`config.mk`:
```
export PLATFORM = sky130hd
export DESIGN_NAME = aes_round_ctrl
export DESIGN_NICKNAME = d
export VERILOG_FILES = /design/src/rtl/aes_pkg.sv /design/src/rtl/aes_round_ctrl.sv
export SDC_FILE = /design/constraint.sdc
export NUM_CORES = 1
export LEC_CHECK = 0
export BUFFER_PORTS_ARGS = -buffer_cell sky130_fd_sc_hd__buf_4
export CAP_MARGIN = 25
export CORE_AREA = 4 4 359 361
export CTS_CLUSTER_DIAMETER = 120
export CTS_CLUSTER_SIZE = 24
export DETAILED_ROUTE_END_ITERATION = 8
export DIE_AREA = 0 0 363 365
export PLACE_DENSITY = 0.33
export SYNTH_ARGS = -nofsm -noshare
export SYNTH_HDL_FRONTEND = slang
export SYNTH_SLANG_ARGS = --single-unit
```
`constraint.sdc`:
```
create_clock -name clk -period 2.8 [get_ports clk]
set_clock_uncertainty 0.1 [all_clocks]
set_input_delay 0.28 -clock clk [delete_from_list [all_inputs] [get_ports clk]]
set_output_delay 0.28 -clock clk [all_outputs]
set_load 0.01 [all_outputs]
```
`src/rtl/aes_pkg.sv`:
```
// Shared AES controller types: FSM states, round constants, block type.
// Imported by the round controller and any datapath wrappers.
package aes_pkg;

  localparam int NUM_ROUNDS_DEF = 10;
  localparam int ROUND_W        = 4;

  typedef logic [127:0] block_t;

  typedef enum logic [1:0] {
    ST_IDLE  = 2'd0,
    ST_ROUND = 2'd1,
    ST_DONE  = 2'd2
  } aes_state_e;

endpackage

```
`src/rtl/aes_round_ctrl.sv`:
```
// AES-128 round sequencer driving an external round datapath.
// Accept, iterate NUM_ROUNDS rounds, then hold ciphertext until taken.
module aes_round_ctrl
  import aes_pkg::*;
#(
  parameter int NUM_ROUNDS = NUM_ROUNDS_DEF,
  parameter int CNT_W      = 16
) (
  input  logic               clk,
  input  logic               rst_n,
  input  logic               in_valid,
  output logic               in_ready,
  input  logic [127:0]       in_data,
  input  logic [127:0]       in_key,
  output logic               out_valid,
  input  logic               out_ready,
  output logic [127:0]       out_data,
  output logic [ROUND_W-1:0] dp_round,
  output logic               dp_last,
  output logic [127:0]       dp_data,
  output logic [127:0]       dp_key,
  input  logic [127:0]       dp_res_data,
  input  logic [127:0]       dp_res_key,
  output logic               busy,
  output logic [CNT_W-1:0]   blk_cnt
);

  aes_state_e         state_q;
  aes_state_e         state_d;
  block_t             state_reg;
  block_t             key_reg;
  logic [ROUND_W-1:0] round_cnt;
  logic               in_round;
  logic               last_rnd;

  assign in_round = (state_q == ST_ROUND);
  assign last_rnd = (round_cnt == ROUND_W'(NUM_ROUNDS));

  always_comb begin
    state_d = state_q;
    case (state_q)
      ST_IDLE:  if (in_valid)  state_d = ST_ROUND;
      ST_ROUND: if (last_rnd)  state_d = ST_DONE;
      ST_DONE:  if (out_ready) state_d = ST_IDLE;
      default:                 state_d = ST_IDLE;
    endcase
  end

  always_ff @(posedge clk or negedge rst_n) begin
    if (!rst_n) begin
      state_q <= ST_IDLE;
    end else begin
      state_q <= state_d;
    end
  end

  // round_cnt parks at NUM_ROUNDS after the final round
  always_ff @(posedge clk or negedge rst_n) begin
    if (!rst_n) begin
      state_reg <= '0;
      key_reg   <= '0;
      round_cnt <= '0;
      blk_cnt   <= '0;
    end else begin
      case (state_q)
        ST_IDLE: begin
          if (in_valid) begin
            state_reg <= in_data ^ in_key;
            key_reg   <= in_key;
            round_cnt <= ROUND_W'(1);
          end
        end
        ST_ROUND: begin
          state_reg <= dp_res_data;
          key_reg   <= dp_res_key;
          if (!last_rnd) begin
            round_cnt <= round_cnt + ROUND_W'(1);
          end
        end
        ST_DONE: begin
          if (out_ready) begin
            blk_cnt <= blk_cnt + CNT_W'(1);
          end
        end
        default: ;
      endcase
    end
  end

  assign in_ready  = (state_q == ST_IDLE);
  assign out_valid = (state_q == ST_DONE);
  assign busy      = (state_q != ST_IDLE);
  assign out_data  = state_reg;
  assign dp_data   = state_reg;
  assign dp_key    = key_reg;
  assign dp_round  = in_round ? round_cnt : '0;
  assign dp_last   = in_round && last_rnd;

endmodule

```
==> metrics.md <==
| Metric | Value |
|---|---|
| Status | finished, final reports clean |
| Total gr overflow | 0 |
| Period utilization | 0.9174 |
| Achievable frequency | 389.3 MHz |
| Post-layout min period | 2.569 ns |
| # port buffers | 923 |
| Count leader, synth | dfrtp_1 |
| Worst slew pin tran | 0.8694 ns |
| CTS clk-pin slew, worst paths | 0.09 ns |
| Mapped Cells | 1,481 |
| Total track usage | 0.1244 |
| Longest Clk Path Bufs | 3 |
| Final GP Congestion | 0.8178 |
| Core area | 125,400 um2 |
| Vias in the first global route | 16,850 |
| Synth area leader | dfrtp_1 |
| Worst Path Arrival | 2.95 ns |
| Share of the synthesized area in the top cell type | 0.4616 |
| CTS H-tree lvls | 1 |
| Fillers | 13,790 |
| Drt total wl | 88.04 mm |
| Number of remaining DRC errors | 0 |
| Max Slew Vio Count | 0 |
| Critical Path RT | 3.18 ns |
| Drt wl/cell | 20.24 um |
| Die area | 132,500 um2 |
| Latest clock arrival within the worst-skew pair | 0.59 ns |
| Slowest stage delay, CP | 0.64 ns |
| Hold Path Stages | 3 |
| First-pass GRT wire length | 121.7 mm |
| Synth cell types | 36 |
| CP Launch Type | flip-flop |
| Crit Path Max Fanout | 18 |
| Largest net degree at the start of global routing | 79 |
| #FFs+latches synth | 278 |
| Worst setup path category | flip-flop to flip-flop |
| CTS Buf Count | 21 |
| Setup TNS Final | 0 ns |
| Pwr Density | 925.7 nW/um2 |
| Vias per cell | 3.572 |
| Slew headroom | 0.4204 |
| Crit-path slowest cell | dlygate4sd3_1 |
| Initial Util | 0.1202 |
| Row count | 130 |
| Top cells by count, synth | 278 x dfrtp_1, 137 x buf_4, 135 x nand2_1 |
| CTS tree | done |
| DR iter-0 viols | 534 |
| Worst Setup End Kind | flip-flop |
| Met1 WL | 34.74 mm |
| Ys flop type | dfrtp_1 |
| Share of cells above drive strength 1 | 0.3769 |
| Area of the mapped netlist | 15,070 um2 |
| Clock sink count | 278 |
| Ranking of synthesized cells by area | dfrtp_1 46%, mux2i_1 8.5%, xnor2_1 7.8% |
| Ys async rst share | 1.000 |
| Final Hold Viols | 0 |
| FF/Latch Area | 6964 um2 |
| HPWL Detailed | 70.59 mm |
| Met2 wire len | 46.72 mm |
| Maxcap violations | 0 |
| Final setup margin | 0.2314 ns |
| Area of the multi-input gates | 6613 um2 |
| Post-Place Setup Slack | 0.6908 ns |
| CP Cell Sequence | and2b_4 > buf_12 > buf_4 > mux2i_1 > dlygate4sd3_1 > o21ai_1 |
| Post-CTS setup buffer count | 0 |
| Leakage | 12.88 nW |
| Die Ht | 365 um |
| Met3 routed WL | 4.996 mm |
| Ports | 924 |
| Vias | 15,530 |
| Reg2Reg Depth | 6 |
| Synthesis-to-finish area growth | 87.43% |
| Top routing layer in use | met4 |
| Number of flops mapped to enable cells by yosys | 0 |
| Final ANT Viol Nets | 0 |
| Hold Path Class | input port to flip-flop |
| RSZ-0062 raised after global routing | no |
| Chip width | 363 um |
| # setup viols final | 0 |
| VDD IR max | 0.3723 mV |
| Router iterations before antenna repair | 5 |
| Root buffer cell | clkbuf_16 |
| Sequential area share after synthesis | 0.4616 |
| Syn. warnings | 0 |
| Antenna violations before repair | 3 |
| Syn avg cell area | 10.18 um2 |
| Final #Nets | 3,202 |
| Syn Nets | 2,000 |
-- layer usage --
metal / up-vias / GRT usage
met4: 0 / 0.02304
li1: 7371 / -
met5: - / 0
met1: 7617 / 0.1440
met3: 52 / 0.02574
met2: 494 / 0.2364
-- cell families (layout without fill, tap and decap cells) --
group,count (synthesis),after routing,synth area share
simple gates,296,296,0.1012
flops,278,278,0.4616
buf+inv,238,1455,0.1013
mux,129,129,0.08575
other cells,0,1,0
fa+ha+maj,3,3,0.002491
compound gates,393,393,0.1640
xor+xnor,144,144,0.08368
-- registers in the layout, summed over array words and instances, names as in the netlist --
register,flops
blk_cnt,16
dp_data,128
dp_key,128
round_cnt,4
state_q,2
-- cell usage in the layout (no fill, tap or decap), types with 8 or more instances in the layout --
cell type	count
a21oi_1	131
buf_12	16
buf_4	955
clkbuf_16	21
dfrtp_1	276
dlygate4sd3_1	437
inv_1	8
mux2i_1	128
nand2_1	135
nor2b_1	129
o21ai_1	128
o22a_1	128
xnor2_1	134
xor2_1	10
-- power by group --
group	internal [W]	switching, W	total [W]
clock network	0.00149	0.00190	0.00340
logic	0.00792	0.00714	0.0151
registers	0.00586	0.00183	0.00770
-- layout make-up --
type / count / share of cell area
Antenna cell: 1 / 0.00008858
Inverter: 8 / 0.001063
Clock inverter: 15 / 0.005448
Sequential cell: 278 / 0.2465
Timing Repair Buffer: 1409 / 0.4205
Multi-Input combinational cell: 965 / 0.2341
Tap cell: 1650 / 0.07308
Clock buffer: 23 / 0.01922
-- worst max-delay path, delay by kind of cell, from the launching register on --
kind,cells,cell delay [ns]
AOI/OAI and AO/OA,1,0.07
buffers and inverters,3,1.11
DFF,1,0.63
muxes,1,0.29
and+or+nand+nor,1,0.24
-- final timing paths --
kind / end / from / slack, ns
worst min register to register: dp_key[53]$_DFFE_PN0P_ / dp_key[53]$_DFFE_PN0P_ / 0.39
max in group asynchronous: dp_key[97]$_DFFE_PN0P_ / rst_n / 1.48
min in group asynchronous: dp_key[110]$_DFFE_PN0P_ / rst_n / 0.21
worst max register to register: dp_key[3]$_DFFE_PN0P_ / state_q[0]$_DFFE_PN0P_ / 0.23
worst max-delay path: dp_key[3]$_DFFE_PN0P_ / state_q[0]$_DFFE_PN0P_ / 0.23
worst min-delay path: dp_key[106]$_DFFE_PN0P_ / dp_res_key[106] / 0.06
-- per-stage QoR --
stage / std cells / power, W / instance area, um2 / hold WS, ns / utilization
finish: 4349 / 0.02615 / 28250 / 0.05700 / 0.2253
global route: 4348 / 0.02791 / 28250 / 0.02205 / 0.2252
CTS: 4348 / 0.02681 / 28250 / 0.0001215 / 0.2252
detailed placement: 3873 / 0.02157 / 23180 / 0.3084 / 0.1848
global placement: 3873 / 0.02154 / 23180 / 0.3027 / 0.1848
floorplan: 1481 / 0.01448 / 15070 / -0.1156 / -
-- repair_timing --
| action | CTS | global route |
|---|---|---|
| hold buffers | 437 | 0 |
| hold endpoints to repair | 316 | 0 |
| setup endpoints to repair | 0 | 0 |
| resized for setup | 0 | 0 |
(Power assumes the default switching activity.)
